[config.mk]
export PLATFORM = sky130hd
export DESIGN_NAME = alu_share_arb_flat
export DESIGN_NICKNAME = d
export VERILOG_FILES = /design/src/rtl/alu_pkg.sv /design/src/rtl/alu_share_arb_if.sv /design/src/rtl/alu.sv /design/src/rtl/alu_rr_arb2.sv /design/src/rtl/alu_share_arb.sv /design/src/flat_wrapper.sv
export SDC_FILE = /design/constraint.sdc
export NUM_CORES = 1
export LEC_CHECK = 0
export CORE_MARGIN = 2
export CORE_UTILIZATION = 35
export CTS_CLUSTER_DIAMETER = 150
export CTS_CLUSTER_SIZE = 30
export DETAILED_ROUTE_END_ITERATION = 10
export GPL_TIMING_DRIVEN = 0
export HOLD_SLACK_MARGIN = 0.12
export PLACE_DENSITY_LB_ADDON = 0.05
export SLEW_MARGIN = 5
export SYNTH_ARGS = -nofsm -noshare
export SYNTH_HDL_FRONTEND = slang
export SYNTH_SLANG_ARGS = --single-unit
[constraint.sdc]
create_clock -name clk -period 5.4 [get_ports clk]
set_input_delay 0.54 -clock clk [delete_from_list [all_inputs] [get_ports clk]]
set_output_delay 0.54 -clock clk [all_outputs]
set_load 0.1 [all_outputs]
[src/rtl/alu_pkg.sv]
// alu_pkg: shared ALU opcode encodings and default widths.
package alu_pkg;
  localparam int ALU_DATA_W = 32;
  localparam int ALU_TAG_W = 4;
  localparam logic [2:0] ALU_ADD = 3'b000;
  localparam logic [2:0] ALU_SUB = 3'b001;
  localparam logic [2:0] ALU_AND = 3'b010;
  localparam logic [2:0] ALU_OR = 3'b011;
  localparam logic [2:0] ALU_SLT = 3'b100;
  localparam logic [2:0] ALU_XOR = 3'b101;
  localparam logic [2:0] ALU_ILL = 3'b110;
  localparam logic [2:0] ALU_PASS = 3'b111;
endpackage

[src/rtl/alu_share_arb_if.sv]
// alu_share_arb_if: request/response handshake bundle for the shared ALU.
// Carries rsp*_err only when ALU_ILLEGAL_OP_TRAP_EN is defined.
interface alu_share_arb_if import alu_pkg::*; #(
  parameter int DATA_W = ALU_DATA_W,
  parameter int TAG_W = ALU_TAG_W
) ();
  logic req0_valid, req0_ready, req1_valid, req1_ready;
  logic [2:0] req0_op, req1_op;
  logic [DATA_W-1:0] req0_a, req0_b, req1_a, req1_b;
  logic [TAG_W-1:0] req0_tag, req1_tag;
  logic rsp0_valid, rsp0_ready, rsp0_bcond, rsp1_valid, rsp1_ready, rsp1_bcond;
  logic [DATA_W-1:0] rsp0_result, rsp1_result;
  logic [TAG_W-1:0] rsp0_tag, rsp1_tag;
`ifdef ALU_ILLEGAL_OP_TRAP_EN
  logic rsp0_err, rsp1_err;
`endif
  modport slave (
    input req0_valid, req0_op, req0_a, req0_b, req0_tag,
    input req1_valid, req1_op, req1_a, req1_b, req1_tag,
    input rsp0_ready, rsp1_ready,
    output req0_ready, req1_ready,
    output rsp0_valid, rsp0_result, rsp0_bcond, rsp0_tag,
`ifdef ALU_ILLEGAL_OP_TRAP_EN
    output rsp0_err, rsp1_err,
`endif
    output rsp1_valid, rsp1_result, rsp1_bcond, rsp1_tag
  );
  modport master (
    output req0_valid, req0_op, req0_a, req0_b, req0_tag,
    output req1_valid, req1_op, req1_a, req1_b, req1_tag,
    output rsp0_ready, rsp1_ready,
    input req0_ready, req1_ready,
    input rsp0_valid, rsp0_result, rsp0_bcond, rsp0_tag,
`ifdef ALU_ILLEGAL_OP_TRAP_EN
    input rsp0_err, rsp1_err,
`endif
    input rsp1_valid, rsp1_result, rsp1_bcond, rsp1_tag
  );
endinterface

[src/rtl/alu.sv]
// alu: purely combinational 32-bit ALU; slt is an unsigned compare, op 110 yields 0.
module alu import alu_pkg::*; #(
  parameter int DATA_W = ALU_DATA_W
) (
  input  logic [2:0]        i_op,
  input  logic [DATA_W-1:0] i_a,
  input  logic [DATA_W-1:0] i_b,
  output logic [DATA_W-1:0] o_result,
  output logic              o_bcond
);
  always_comb begin
    o_result = '0;
    case (i_op)
      ALU_ADD:  o_result = i_a + i_b;
      ALU_SUB:  o_result = i_a - i_b;
      ALU_AND:  o_result = i_a & i_b;
      ALU_OR:   o_result = i_a | i_b;
      ALU_SLT:  o_result = {{(DATA_W-1){1'b0}}, i_a < i_b};
      ALU_XOR:  o_result = i_a ^ i_b;
      ALU_PASS: o_result = i_a;
      default:  o_result = '0;
    endcase
  end
  assign o_bcond = i_a == i_b;
endmodule

[src/rtl/alu_rr_arb2.sv]
// alu_rr_arb2: two-way round-robin arbiter; rr_last resets to 1 so requester 0 wins the first tie.
module alu_rr_arb2 (
  input  logic       clk,
  input  logic       rst,
  input  logic [1:0] i_eligible,
  output logic [1:0] o_grant
);
  logic r_rr_last;
  always_comb o_grant = (&i_eligible) ? (r_rr_last ? 2'b01 : 2'b10) : i_eligible;
  always_ff @(posedge clk or posedge rst)
    if (rst) r_rr_last <= 1'b1;
    else if (|o_grant) r_rr_last <= o_grant[1];
endmodule

[src/rtl/alu_share_arb.sv]
// alu_share_arb: shares one ALU between two requesters with round-robin grant and per-channel response buffers.
// Define ALU_ILLEGAL_OP_TRAP_EN to add rsp*_err flags for op 110.
module alu_share_arb import alu_pkg::*; #(
  parameter int DATA_W = ALU_DATA_W,
  parameter int TAG_W = ALU_TAG_W
) (
  input logic clk,
  input logic rst,
  alu_share_arb_if.slave bus
);
  logic [1:0] w_valid_in, w_rsp_ready, w_elig, w_grant;
  logic [1:0][2:0] w_op;
  logic [1:0][DATA_W-1:0] w_a, w_b;
  logic [1:0][TAG_W-1:0] w_tag;
  logic w_sel, w_bcond;
  logic [DATA_W-1:0] w_result;
  logic [1:0] r_valid, r_bcond;
  logic [1:0][DATA_W-1:0] r_result;
  logic [1:0][TAG_W-1:0] r_tag;
  assign w_valid_in = {bus.req1_valid, bus.req0_valid};
  assign w_rsp_ready = {bus.rsp1_ready, bus.rsp0_ready};
  assign w_op = {bus.req1_op, bus.req0_op};
  assign w_a = {bus.req1_a, bus.req0_a};
  assign w_b = {bus.req1_b, bus.req0_b};
  assign w_tag = {bus.req1_tag, bus.req0_tag};
  // A full buffer being drained this cycle can accept a new result on the same edge.
  assign w_elig = w_valid_in & (~r_valid | w_rsp_ready);
  assign w_sel = w_grant[1];
  alu_rr_arb2 u_arb (
    .clk(clk),
    .rst(rst),
    .i_eligible(w_elig),
    .o_grant(w_grant)
  );
  alu #(.DATA_W(DATA_W)) u_alu (
    .i_op(w_op[w_sel]),
    .i_a(w_a[w_sel]),
    .i_b(w_b[w_sel]),
    .o_result(w_result),
    .o_bcond(w_bcond)
  );
`ifdef ALU_ILLEGAL_OP_TRAP_EN
  logic [1:0] r_err;
  logic w_ill;
  assign w_ill = w_op[w_sel] == ALU_ILL;
  assign bus.rsp0_err = r_err[0];
  assign bus.rsp1_err = r_err[1];
`endif
  always_ff @(posedge clk or posedge rst)
    if (rst) begin
      r_valid <= '0;
      r_result <= '0;
      r_bcond <= '0;
      r_tag <= '0;
`ifdef ALU_ILLEGAL_OP_TRAP_EN
      r_err <= '0;
`endif
    end else begin
      for (int k = 0; k < 2; k++)
        if (w_grant[k]) begin
          r_valid[k] <= 1'b1;
          r_result[k] <= w_result;
          r_bcond[k] <= w_bcond;
          r_tag[k] <= w_tag[k];
`ifdef ALU_ILLEGAL_OP_TRAP_EN
          r_err[k] <= w_ill;
`endif
        end else if (w_rsp_ready[k]) r_valid[k] <= 1'b0;
    end
  assign bus.req0_ready = w_grant[0];
  assign bus.req1_ready = w_grant[1];
  assign bus.rsp0_valid = r_valid[0];
  assign bus.rsp1_valid = r_valid[1];
  assign bus.rsp0_result = r_result[0];
  assign bus.rsp1_result = r_result[1];
  assign bus.rsp0_bcond = r_bcond[0];
  assign bus.rsp1_bcond = r_bcond[1];
  assign bus.rsp0_tag = r_tag[0];
  assign bus.rsp1_tag = r_tag[1];
endmodule

[src/flat_wrapper.sv]
// flat-port wrapper written by rule: the top's interface ports become plain ports
module alu_share_arb_flat import alu_pkg::*;
#(
  parameter int DATA_W = ALU_DATA_W,
  parameter int TAG_W = ALU_TAG_W
)
  (clk, rst, bus_req0_valid, bus_req0_op, bus_req0_a, bus_req0_b, bus_req0_tag, bus_req1_valid, bus_req1_op, bus_req1_a, bus_req1_b, bus_req1_tag, bus_rsp0_ready, bus_rsp1_ready, bus_req0_ready, bus_req1_ready, bus_rsp0_valid, bus_rsp0_result, bus_rsp0_bcond, bus_rsp0_tag, bus_rsp1_valid, bus_rsp1_result, bus_rsp1_bcond, bus_rsp1_tag);
  alu_share_arb_if #(.DATA_W(DATA_W), .TAG_W(TAG_W)) bus_i ();
  input logic clk;
  input logic rst;
  input wire logic [$bits(bus_i.req0_valid)-1:0] bus_req0_valid;
  input wire logic [$bits(bus_i.req0_op)-1:0] bus_req0_op;
  input wire logic [$bits(bus_i.req0_a)-1:0] bus_req0_a;
  input wire logic [$bits(bus_i.req0_b)-1:0] bus_req0_b;
  input wire logic [$bits(bus_i.req0_tag)-1:0] bus_req0_tag;
  input wire logic [$bits(bus_i.req1_valid)-1:0] bus_req1_valid;
  input wire logic [$bits(bus_i.req1_op)-1:0] bus_req1_op;
  input wire logic [$bits(bus_i.req1_a)-1:0] bus_req1_a;
  input wire logic [$bits(bus_i.req1_b)-1:0] bus_req1_b;
  input wire logic [$bits(bus_i.req1_tag)-1:0] bus_req1_tag;
  input wire logic [$bits(bus_i.rsp0_ready)-1:0] bus_rsp0_ready;
  input wire logic [$bits(bus_i.rsp1_ready)-1:0] bus_rsp1_ready;
  output wire logic [$bits(bus_i.req0_ready)-1:0] bus_req0_ready;
  output wire logic [$bits(bus_i.req1_ready)-1:0] bus_req1_ready;
  output wire logic [$bits(bus_i.rsp0_valid)-1:0] bus_rsp0_valid;
  output wire logic [$bits(bus_i.rsp0_result)-1:0] bus_rsp0_result;
  output wire logic [$bits(bus_i.rsp0_bcond)-1:0] bus_rsp0_bcond;
  output wire logic [$bits(bus_i.rsp0_tag)-1:0] bus_rsp0_tag;
  output wire logic [$bits(bus_i.rsp1_valid)-1:0] bus_rsp1_valid;
  output wire logic [$bits(bus_i.rsp1_result)-1:0] bus_rsp1_result;
  output wire logic [$bits(bus_i.rsp1_bcond)-1:0] bus_rsp1_bcond;
  output wire logic [$bits(bus_i.rsp1_tag)-1:0] bus_rsp1_tag;
  assign bus_i.req0_valid = bus_req0_valid;
  assign bus_i.req0_op = bus_req0_op;
  assign bus_i.req0_a = bus_req0_a;
  assign bus_i.req0_b = bus_req0_b;
  assign bus_i.req0_tag = bus_req0_tag;
  assign bus_i.req1_valid = bus_req1_valid;
  assign bus_i.req1_op = bus_req1_op;
  assign bus_i.req1_a = bus_req1_a;
  assign bus_i.req1_b = bus_req1_b;
  assign bus_i.req1_tag = bus_req1_tag;
  assign bus_i.rsp0_ready = bus_rsp0_ready;
  assign bus_i.rsp1_ready = bus_rsp1_ready;
  assign bus_req0_ready = bus_i.req0_ready;
  assign bus_req1_ready = bus_i.req1_ready;
  assign bus_rsp0_valid = bus_i.rsp0_valid;
  assign bus_rsp0_result = bus_i.rsp0_result;
  assign bus_rsp0_bcond = bus_i.rsp0_bcond;
  assign bus_rsp0_tag = bus_i.rsp0_tag;
  assign bus_rsp1_valid = bus_i.rsp1_valid;
  assign bus_rsp1_result = bus_i.rsp1_result;
  assign bus_rsp1_bcond = bus_i.rsp1_bcond;
  assign bus_rsp1_tag = bus_i.rsp1_tag;
  alu_share_arb #(.DATA_W(DATA_W), .TAG_W(TAG_W)) u_core (.clk(clk), .rst(rst), .bus(bus_i));
endmodule
---- Word-level counts from Yosys, hierarchy flattened ----
Index checks and enable logic that the tools add are counted.
Widths: inputs -> output; s select.
word-level totals
  ROM bits ................................ 0
  bits in writable memories ............... 0
  flip-flop bits (word level) ............. 77
  latch bits .............................. 0
  output and inout bits ................... 78
  memories kept ........................... 0
  input bits .............................. 148
  logic and storage cells ................. 44
cells by class
  shift operators ......................... 0
  add/sub/neg operators ................... 2
  magnitude comparators ................... 2
  multiplexer cells ....................... 13
  bitwise operators ....................... 6
  equality and inequality tests ........... 7
  multipliers ............................. 0
  divide/modulo/power cells ............... 0
  reduce and logical (&&, ||, !) cells .... 5
operators with widths
  cell                count
  $pmux 32 s7         1
  $mux 32             4
  $add 32x32->32      1
  $and 32x32->32      1
  $eq 32x32->1        1
  $lt 32x32->1        1
  $or 32x32->32       1
  $sub 32x32->32      1
  $xor 32x32->32      1
  $eq 3x3->1 const B  3
  $eq 3x2->1 const B  2
  $mux 3              2
  $mux 1              4
  $mux 2              2
  $reduce_bool 2->1   2
  $eq 3x1->1 const B  1
  $logic_not 3->1     1
  $and 2x2->2         1
  $lt 1x2->1 const B  1
  $not 2->2           1
  $or 2x2->2          1
  $reduce_and 2->1    1
  $reduce_or 2->1     1

---- Depth between registers and ports, before layout ----
Gate-level depths: netlist (run 1).
  word-level depth ........................ 9
  depth in mapped cells ................... 21
  mapped depth without buffers ............ 17

---- Cells and area by module ----
From an unflattened synthesis (run 1), not the netlist that was laid out.
second synthesis, totals
  cell total of the unflattened synthesis .. 1131
  area total of the unflattened synthesis .. 9781.9 µm²
modules (own cells, without submodules)
  module         seq. area each (µm²)  instances  area an instance (µm²)  cells each
  alu            0.0                   1          5880.6                  884
  alu_share_arb  1901.8                1          3843.7                  240
  alu_rr_arb2    26.3                  1          57.6                    7

---- Worst setup path before layout (run 1) ----
OpenSTA, ideal clock, no wires.
  path type ............................... flip-flop to flip-flop
  from .................................... reg u_core.r_valid[1]
  to ...................................... reg u_core.r_result (netlist bit u_core.bus.rsp0_result[26])
  arrival ................................. 5.268 ns
  data required time ...................... 5.213 ns
  clock period less this slack ............ 5.455 ns
  library setup time ...................... 0.187 ns
  slack ................................... -0.055 ns
  stages on the path, launching flop included .. 22
  buffers on the path ..................... 5
  cells stage by stage .................... dfrtp_1 > nor2b_1 > a311o_1 > buf_4 > buf_1 > clkbuf_1 > clkbuf_1 > buf_1 > nand2_1 > nand2_1 > ha_1 > inv_1 > fa_1 > nor2b_1 > o211ai_1 > a2111oi_0 > a21o_1 > o21bai_1 > o41ai_1 > o221ai_1 > a21oi_1 > a21oi_1
between the ends
  cells in the longest elaborated chain, start to end .. 9
  elaborated cells between the ends (all ways) .. 24
  classes of those cells .................. add/sub (2); eq/ne (6); mux (8); bitwise (6); reduce/logical (2)
RTL lines
  what                                                                 line                 source
  start, declared                                                      alu_share_arb.sv:17  logic [1:0] r_valid, r_bcond;
  start signal, assigned                                               alu_share_arb.sv:51  r_valid <= '0;
  start signal, assigned by index                                      alu_share_arb.sv:61  r_valid[k] <= 1'b1;
  start signal, assigned by index                                      alu_share_arb.sv:68  end else if (w_rsp_ready[k]) r_valid[k] <= 1'b0;
  $not 2->2 (*)                                                        alu_share_arb.sv:27  assign w_elig = w_valid_in & (~r_valid | w_rsp_ready);
  $or 2x2->2 (*)                                                       alu_share_arb.sv:27
  $and 2x2->2 (*)                                                      alu_share_arb.sv:27
  $reduce_and 2->1                                                     alu_rr_arb2.sv:9     always_comb o_grant = (&i_eligible) ? (r_rr_last ? 2'b01 : 2'b10) : i_eligible;
  $mux 2 (*)                                                           alu_rr_arb2.sv:9
  $mux 32 (not written as such) (tied with other cells) (2 in series)  alu_share_arb.sv:37  .i_a(w_a[w_sel]),
  $sub 32x32->32 (tied with other cells)                               alu.sv:15            ALU_SUB: o_result = i_a - i_b;
  $pmux 32 s7                                                          alu.sv:13            case (i_op)
  end signal, assigned by index                                        alu_share_arb.sv:62  r_result[k] <= w_result;
  end, declared                                                        alu_share_arb.sv:18  logic [1:0][DATA_W-1:0] r_result;
Mark *: on every way between the ends. The rest lies on a longest branch, timed or not. The select of a mux whose other input is x is not followed.
A chain may end at the register's enable or synchronous reset.

---- Worst setup path after layout (run 1) ----
  from .................................... in bus_rsp0_ready
  to ...................................... reg u_core.r_result (netlist bit u_core.bus.rsp0_result[26])
between the ends
  cells in the longest elaborated chain, start to end .. 8
  elaborated cells between the ends (all ways) .. 23
  classes of those cells .................. add/sub (2); eq/ne (6); mux (8); bitwise (5); reduce/logical (2)
RTL lines
  what                                                                 line                 source
  start, declared                                                      flat_wrapper.sv:21   input wire logic [$bits(bus_i.rsp0_ready)-1:0] bus_rsp0_ready;
  $or 2x2->2 (*)                                                       alu_share_arb.sv:27
  $and 2x2->2 (*)                                                      alu_share_arb.sv:27
  $reduce_and 2->1                                                     alu_rr_arb2.sv:9
  $mux 2 (*)                                                           alu_rr_arb2.sv:9
  $mux 32 (not written as such) (tied with other cells) (2 in series)  alu_share_arb.sv:37
  $sub 32x32->32 (tied with other cells)                               alu.sv:15
  $pmux 32 s7                                                          alu.sv:13
Marks and branches as above.

==> Implementation_results.wiki, run 1 <==
{| class="wikitable"
! Metric !! Value
|-
| Leakage || 0.00563 µW
|-
| Share of the clock period used by the worst path after layout || 97.9%
|-
| Maximum number of pins on one net before global-route repair || 60
|-
| Number of antenna repair diodes || 0
|-
| Overall die width || 168 µm
|-
| Most common cell after layout, fill and taps aside || sky130_fd_sc_hd__nand2_1
|-
| Clock Sinks || 77
|-
| Number of setup violations in the final report || 0
|-
| Data required time at the worst endpoint || 5.60 ns
|-
| CTS tree || built
|-
| Hold buffer count at cts || 0
|-
| Count of TritonRoute iterations in the first routing pass || 5
|-
| Wire length of the first global-routing pass || 66600 µm
|-
| H-Tree Level Count || 3
|-
| Ranking of synthesized cells by area || sky130_fd_sc_hd__dfrtp_1, sky130_fd_sc_hd__ha_1, sky130_fd_sc_hd__nand2_1, sky130_fd_sc_hd__a21oi_1, sky130_fd_sc_hd__o21ai_0
|-
| Seq/Total Area, Yosys || 20.6%
|-
| Core ar. || 26100 µm²
|-
| Status || complete, no violations
|-
| Post-synthesis adder-cell area fraction || 13.8%
|-
| Post-Layout Inst Area || 12900 µm²
|-
| Critical path startpoint category || input pin
|-
| Number of synthesized register bits || 77
|-
| Tot GR Track Use || 31.5%
|-
| Most used flip-flop cell after synthesis || sky130_fd_sc_hd__dfrtp_1
|-
| Clock transition at path regs || 0.06 ns
|-
| Cell Area, Placed || 12000 µm²
|-
| Critical Path Sink Type || register
|-
| Number of violations of the max-capacitance limit || 0
|-
| Net Count, Synth || 1593
|-
| Area share of and/or/nand/nor cells after synthesis || 23.3%
|-
| IO Count || 226
|-
| Initial standard-cell utilization of the core || 35.8%
|-
| Biggest fanout along the worst timing path || 10
|-
| Number of port buffers || 223
|-
| Number of buffers on the longest clock path || 2
|-
| Avg Synthesized Cell Area || 6.97 µm²
|-
| EDFF count, synth || 0
|-
| Measured slew at the worst slew-check pin || 1.42 ns
|-
| Achievable clock frequency || 0.189 GHz
|-
| Min cycle time layout || 5.29 ns
|-
| Synth-to-layout area growth || 37.2%
|-
| Count of mapped cells out of synthesis || 1343
|-
| Hold Vio Cnt, Final || 0
|-
| Detailed-route vias per instance || 5.78
|-
| Area fraction in compound gates after synthesis || 30.2%
|-
| Number of buffers inserted during clock tree synthesis || 9
|-
| Dominant combinational cell family by area after synthesis || compound AO/OA/AOI/OAI gates
|-
| Clock latency reported for the late side of the worst-skew pair || 0.33 ns
|-
| WL final || 45300 µm
|-
| Power Dens Cells || 468 nW/µm²
|-
| Floorplan die area || 28100 µm²
|-
| Worst supply voltage drop on vdd || 0.000252 V
|-
| Util after Layout || 49.2%
|-
| Residual antenna-violating net count after detailed routing || 0
|-
| Number of antenna violations at the first check in global routing || 0
|-
| Fraction of layout cells with a size suffix above 1 || 8.22%
|-
| Worst Setup Path Type || input pin to register
|-
| Grt total ovfl || 0
|-
| Via count of the first global-routing pass || 10.4k
|-
| Arrival @ worst endpoint || 5.48 ns
|-
| Violation count after the first detailed-routing iteration || 1007
|-
| Worst hold-check path type || register to register
|-
| Total standard cell area after synthesis || 9370 µm²
|-
| Die Ht || 168 µm
|-
| Count of vias placed by the detailed router || 11.1k
|-
| Residual DRC count || 0
|-
| Final number of max-transition violations || 0
|-
| Worst slew margin || 2.49%
|-
| Root Driver || sky130_fd_sc_hd__clkbuf_16
|-
| Synth warn || 0
|-
| Leading cell types in the layout, fill and taps excluded || sky130_fd_sc_hd__nand2_1, sky130_fd_sc_hd__clkdlybuf4s50_1, sky130_fd_sc_hd__a21oi_1
|-
| Multiplexer fraction of the synthesized cell area || 3.98%
|-
| Net count of the finished layout || 1828
|-
| Share of synthesized flip-flops with an asynchronous set or reset || 100%
|-
| Clock Skew || 0.00472 ns
|-
| HPWL reported at the end of detailed placement || 35400 µm
|-
| RD Place Congestion || 0.980
|-
| WL/cell || 23.6 µm
|-
| Post-synthesis cell type count || 78
|-
| Xor/xnor cell area share of the yosys netlist || 0.0935%
|-
| Floorplan row count || 59
|-
| Area share of the largest cell type after synthesis || 20.3%
|-
| Yosys top cell by area || sky130_fd_sc_hd__dfrtp_1
|}
report_power, final:
part           internal (µW)  switching [µW]
clock network            355             238
logic                   1190            3320
registers                799             123
state kept, by name (all words and copies together), names as in the netlist:
register,cells
u_core.bus.rsp0_result,32
u_core.bus.rsp0_tag,4
u_core.bus.rsp1_result,32
u_core.bus.rsp1_tag,4
u_core.r_bcond,2
u_core.r_valid,2
u_core.u_arb.r_rr_last,1
cells in the mapped netlist (all sizes together) (4+ instances only):
library cell and n:
o22ai 17, a21o 12, inv 106, a21oi 113
o21a 10, a2111oi 7, o221ai 8, a211o 10
or2 4, o21bai 11, mux2 14, mux2i 20
nand4 10, and3 5, clkbuf 62, a221oi 11
o21ai 110, o31ai 12, buf 25, a221o 6
nor2 93, a211oi 19, nand2 284, a22oi 12
dfrtp 76, nand2b 12, nor3 22, or3 8
nor2b 15, nor3b 6, o211ai 20, nor4 10
nand3 20, a31oi 16, ha 100
worst paths after layout:
kind | from | to | slack (ns) | cells past startpoint
setup / recovery | bus_rsp0_ready | u_core.bus.rsp0_result[26]$_DFFE_PP0P_ | 0.11 | 19
min in group asynchronous | rst | u_core.r_valid[0]$_DFFE_PP0P_ | 0.50 | 2
setup reg to reg | u_core.r_valid[1]$_DFFE_PP0P_ | u_core.bus.rsp0_result[26]$_DFFE_PP0P_ | 0.34 | 18
hold reg to reg | u_core.bus.rsp1_result[2]$_DFFE_PP0N_ | u_core.bus.rsp1_result[2]$_DFFE_PP0N_ | 0.48 | 2
hold / removal | u_core.bus.rsp1_result[2]$_DFFE_PP0N_ | u_core.bus.rsp1_result[2]$_DFFE_PP0N_ | 0.48 | 2
max in group asynchronous | rst | u_core.u_arb.r_rr_last$_DFFE_PP1P_ | 4.27 | 3
worst max-delay path, cell delays in order:
cell	delay (ns)
sky130_fd_sc_hd__clkdlybuf4s50_1	0.40
sky130_fd_sc_hd__nand2b_4	0.15
sky130_fd_sc_hd__a311o_1	0.44
sky130_fd_sc_hd__inv_2	0.11
sky130_fd_sc_hd__buf_8	0.16
sky130_fd_sc_hd__buf_12	0.16
sky130_fd_sc_hd__buf_8	0.23
sky130_fd_sc_hd__mux2i_2	0.31
sky130_fd_sc_hd__inv_1	0.12
sky130_fd_sc_hd__ha_1	0.31
sky130_fd_sc_hd__buf_2	0.24
sky130_fd_sc_hd__inv_1	0.14
sky130_fd_sc_hd__o31ai_1	0.58
sky130_fd_sc_hd__a21o_1	0.32
sky130_fd_sc_hd__o21bai_4	0.15
sky130_fd_sc_hd__o41ai_4	0.37
sky130_fd_sc_hd__o221ai_1	0.19
sky130_fd_sc_hd__a21oi_2	0.37
sky130_fd_sc_hd__a21oi_1	0.13
area by class of cell:
type | instances | area [µm²]
Clock buffer | 9 | 225
Tap cell | 335 | 419
Multi-Input combinational cell | 1073 | 7050
Buffer | 84 | 479
Inverter | 106 | 400
Sequential cell | 77 | 1930
Timing Repair Buffer | 227 | 2280
Clock inverter | 6 | 63.8
Fill cell | 2693 | 13300
what timing repair did:
item                       4_1_cts  5_1_grt
resized for setup               97       39
pin swaps                        5        8
setup buffers                    1        2
setup endpoints to repair       67       43
metrics by stage:
step | hold WS, ns | setup TNS, ns | total power (µW) | cells | worst slack (ns)
after CTS | 0.482 | 0 | 5920 | 1917 | 0.00939
after detailed placement | 0.465 | -125.87 | 5210 | 1902 | -2.80
after global placement | 0.459 | -124.70 | 5200 | 1901 | -2.74
after global routing | 0.502 | -0.0611 | 6300 | 1917 | -0.0302
after floorplan | 0.501 | 0 | 3940 | 1343 | 0.0530
final | 0.477 | 0 | 6020 | 1917 | 0.114
cells by family after synthesis:
logic type | after synthesis
muxes | 34
AOI/OAI and AO/OA | 435
DFF | 77
and+or+nand+nor | 501
adders and majority gates | 102
xor gates and xnor gates | 1
buffers and inverters | 193
metal layers:
metal  share of wire, %  vias up  track usage, %
li1                   -     5210               -
met1                 44     5275            43.7
met2                 45      515            50.8
met3                8.1       71            4.66
met4                2.7        0            9.34
met5                  0        -               0
Note: power is estimated with default switching activity, not from simulation.
==> run 2, diff against run 1 <==
Settings changed: CTS_BUF_LIST from default to sky130_fd_sc_hd__clkbuf_8.
==> run 2 against run 1 <==
Via count is 1.0% higher. Cell count is 0.10% higher. Clock skew is 0.0040 ns higher. Global-route usage hardly changed. Clock power is 27% lower. Critical path type unchanged. Routed wire length hardly changed. Register-to-register slack worse by 0.04 ns. Sequential cell count stayed put.
==> Implementation_results.wiki, run 2 (synthesis results as in run 1) <==
{| class="wikitable"
! Metric !! Value
|-
| Grt total ovfl || 0 (unchanged)
|-
| Initial standard-cell utilization of the core || 35.8% (unchanged)
|-
| Met1 usage || 44.3% (+0.62 points)
|-
| Data required time at the worst endpoint || 5.63 ns (+0.03 ns)
|-
| Setup TNS Final || 0 ns (unchanged)
|-
| Worst reg2reg startpoint || u_core.r_valid[1]$_DFFE_PP0P_
|-
| Leakage || 0.00559 µW (-0.77%)
|-
| Setup slack, reg-to-reg || 0.30 ns (-0.04 ns)
|-
| Die Ht || 168 µm (unchanged)
|-
| Tot GR Track Use || 31.5% (about the same)
|-
| Detailed-route vias per instance || 5.83 (+0.91%)
|-
| Min cycle time layout || 5.31 ns (+0.0203 ns)
|-
| Worst setup path start || bus_rsp0_ready
|-
| Worst supply voltage drop on vdd || 0.000252 V (about the same)
|-
| Post-Layout Inst Area || 12700 µm² (-0.99%)
|-
| Number of buffers on the longest clock path || 2 (unchanged)
|-
| Cell Area, Placed || 12000 µm² (unchanged)
|-
| Worst Setup Path Type || input pin to register
|-
| Worst setup timing slack at the placement stage || -2.80 ns (unchanged)
|-
| WL/cell || 23.6 µm (about the same)
|-
| H-Tree Level Count || 3 (unchanged)
|-
| Clock transition at path regs || 0.08 ns (+0.02 ns)
|-
| Wire length of the first global-routing pass || 66700 µm (+0.11%)
|-
| Status || complete, no violations
|-
| Arrival @ worst endpoint || 5.54 ns (+0.06 ns)
|-
| Net count of the finished layout || 1830 (+0.11%)
|-
| Biggest fanout along the worst timing path || 10 (unchanged)
|-
| Critical Path Sink Type || register
|-
| Achievable clock frequency || 0.188 GHz (-0.38%)
|-
| Root Driver || sky130_fd_sc_hd__clkbuf_8
|-
| Measured slew at the worst slew-check pin || 1.38 ns (-0.0453 ns)
|-
| Via count of the first global-routing pass || 10.4k (-0.21%)
|-
| Violation count after the first detailed-routing iteration || 950 (-5.7%)
|-
| Clock Sinks || 77 (unchanged)
|-
| Capture instance of the worst register-to-register path || u_core.bus.rsp0_result[0]$_DFFE_PP0P_
|-
| Worst-case reg-to-reg path depth || 20 (+2)
|-
| Floorplan row count || 59 (unchanged)
|-
| Number of violations of the max-capacitance limit || 0 (unchanged)
|-
| Critical path startpoint category || input pin
|-
| Overall power of the completed layout || 5850 µW (-2.8%)
|-
| Util after Layout || 48.7% (-0.49 points)
|-
| Fraction of layout cells with a size suffix above 1 || 8.02% (-0.20 points)
|-
| Count of TritonRoute iterations in the first routing pass || 6 (+1)
|-
| Met3 demand-to-capacity share in global routing || 3.76% (-0.90 points)
|-
| Power Dens Cells || 459 nW/µm² (-1.8%)
|-
| Number of antenna violations at the first check in global routing || 0 (unchanged)
|-
| Clock latency reported for the late side of the worst-skew pair || 0.36 ns (+0.03 ns)
|-
| Floorplan die area || 28100 µm² (unchanged)
|-
| Clock Skew || 0.00875 ns (+0.00403 ns)
|-
| Worst hold-check path type || input pin to async pin
|-
| Worst path setup slack after routing || 0.0935 ns (-0.0203 ns)
|-
| IO Count || 226 (unchanged)
|-
| Overall die width || 168 µm (unchanged)
|-
| Worst slew margin || 5.60% (+3.1 points)
|-
| Number of buffers inserted during clock tree synthesis || 9 (unchanged)
|-
| Final number of max-transition violations || 0 (unchanged)
|-
| Core ar. || 26100 µm² (unchanged)
|-
| RD Place Congestion || 0.980 (unchanged)
|-
| Number of setup violations in the final report || 0 (unchanged)
|-
| Hold buffer count at cts || 0 (unchanged)
|-
| Maximum number of pins on one net before global-route repair || 60 (unchanged)
|-
| Most common cell after layout, fill and taps aside || sky130_fd_sc_hd__nand2_1
|-
| RSZ-0062 raised after global routing || yes
|-
| Leading cell types in the layout, fill and taps excluded || sky130_fd_sc_hd__nand2_1, sky130_fd_sc_hd__clkdlybuf4s50_1, sky130_fd_sc_hd__a21oi_1
|-
| Met2 layer usage reported by global route || 51.1% (+0.29 points)
|-
| Residual antenna-violating net count after detailed routing || 0 (unchanged)
|-
| Number of antenna repair diodes || 0 (unchanged)
|-
| Layer with the highest usage after global routing || met2
|-
| Share of the clock period used by the worst path after layout || 98.3% (+0.38 points)
|-
| Residual DRC count || 0 (unchanged)
|-
| Hold Vio Cnt, Final || 0 (unchanged)
|-
| WL final || 45300 µm (about the same)
|-
| CTS tree || built
|-
| Count of vias placed by the detailed router || 11.2k (+1.0%)
|-
| Number of port buffers || 223 (unchanged)
|-
| Synth-to-layout area growth || 35.9%
|-
| HPWL reported at the end of detailed placement || 35400 µm (unchanged)
|}
==> run 2: cell count changes in the layout (fill, tap and decap cells not counted), moves of 2 or more <==
cell                        before  now
sky130_fd_sc_hd__a21oi_2         4    6
sky130_fd_sc_hd__buf_12          3    1
sky130_fd_sc_hd__clkbuf_16       9    0
sky130_fd_sc_hd__clkbuf_8        1   11
sky130_fd_sc_hd__mux2i_1        10   12
==> run 2: routing by layer <==
metal  routed length [µm]  up-vias
li1                     -     5212
met1                20400     5362
met2                20200      525
met3                 3310       84
met4                 1430        0
met5                    0        -
==> run 2: critical path: stages <==
cell and delay [ns]:
sky130_fd_sc_hd__clkdlybuf4s50_1 0.40, sky130_fd_sc_hd__nand2b_4 0.15, sky130_fd_sc_hd__a311o_1 0.43, sky130_fd_sc_hd__buf_6 0.16, sky130_fd_sc_hd__buf_6 0.15, sky130_fd_sc_hd__clkbuf_8 0.19, sky130_fd_sc_hd__clkbuf_8 0.20, sky130_fd_sc_hd__buf_4 0.21
sky130_fd_sc_hd__nand2_1 0.09, sky130_fd_sc_hd__nand2_1 0.07, sky130_fd_sc_hd__ha_1 0.28, sky130_fd_sc_hd__clkbuf_1 0.23, sky130_fd_sc_hd__inv_1 0.21, sky130_fd_sc_hd__a21oi_1 0.09, sky130_fd_sc_hd__o31ai_1 0.56, sky130_fd_sc_hd__o31ai_1 0.22
sky130_fd_sc_hd__a21oi_2 0.42, sky130_fd_sc_hd__a21oi_1 0.23, sky130_fd_sc_hd__o21a_1 0.23, sky130_fd_sc_hd__a21oi_1 0.32, sky130_fd_sc_hd__a21oi_1 0.12
==> run 2: metrics by stage <==
stage	hold WS (ns)	std cells
global route	0.487	1919
detailed placement	0.465	1902
floorplan	0.501	1343
global placement	0.459	1901
CTS	0.470	1917
finish	0.473	1919
==> run 2: how the worst max path moves through the flow <==
| stage | to | slack [ns] | cells past startpoint |
|---|---|---|---|
| 2_1_floorplan | u_core.bus.rsp0_result[28]$_DFFE_PP0P_ | 0.05 | 20 |
| 3_3_place_gp | u_core.bus.rsp1_result[20]$_DFFE_PP0N_ | -2.74 | 19 |
| 3_5_place_dp | u_core.bus.rsp1_result[20]$_DFFE_PP0N_ | -2.80 | 19 |
| 4_1_cts | u_core.bus.rsp0_result[26]$_DFFE_PP0P_ | 0.03 | 22 |
| 5_1_grt | u_core.bus.rsp1_result[22]$_DFFE_PP0N_ | -0.04 | 20 |
| 6_report | u_core.bus.rsp0_result[0]$_DFFE_PP0P_ | 0.09 | 21 |
==> run 2: timing repair <==
action	4_1_cts	5_1_grt
resized for setup	94	31
endpoints found under the setup margin	67	40
setup buffers	1	3
pin swaps	5	8
==> run 2: cell type report <==
| cell class | count | area, µm² |
|---|---|---|
| fillers | 2711 | 13400 |
| well taps | 335 | 419 |
| clock buffers | 9 | 124 |
| repair buffers | 228 | 2290 |
| inverters | 106 | 400 |
| multi-input cells | 1073 | 7020 |
| plain buffers | 85 | 477 |
| flip-flops and latches | 77 | 1930 |
| clock inverters | 6 | 63.8 |
==> run 2: where the power goes <==
group | switching, µW | total, µW | internal (µW) | leakage [µW]
combinational | 3310 | 4490 | 1180 | 0.00456
sequential | 124 | 922 | 798 | 0.000937
clock | 220 | 431 | 211 | 0.0000915
total | 3650 | 5850 | 2190 | 0.00559
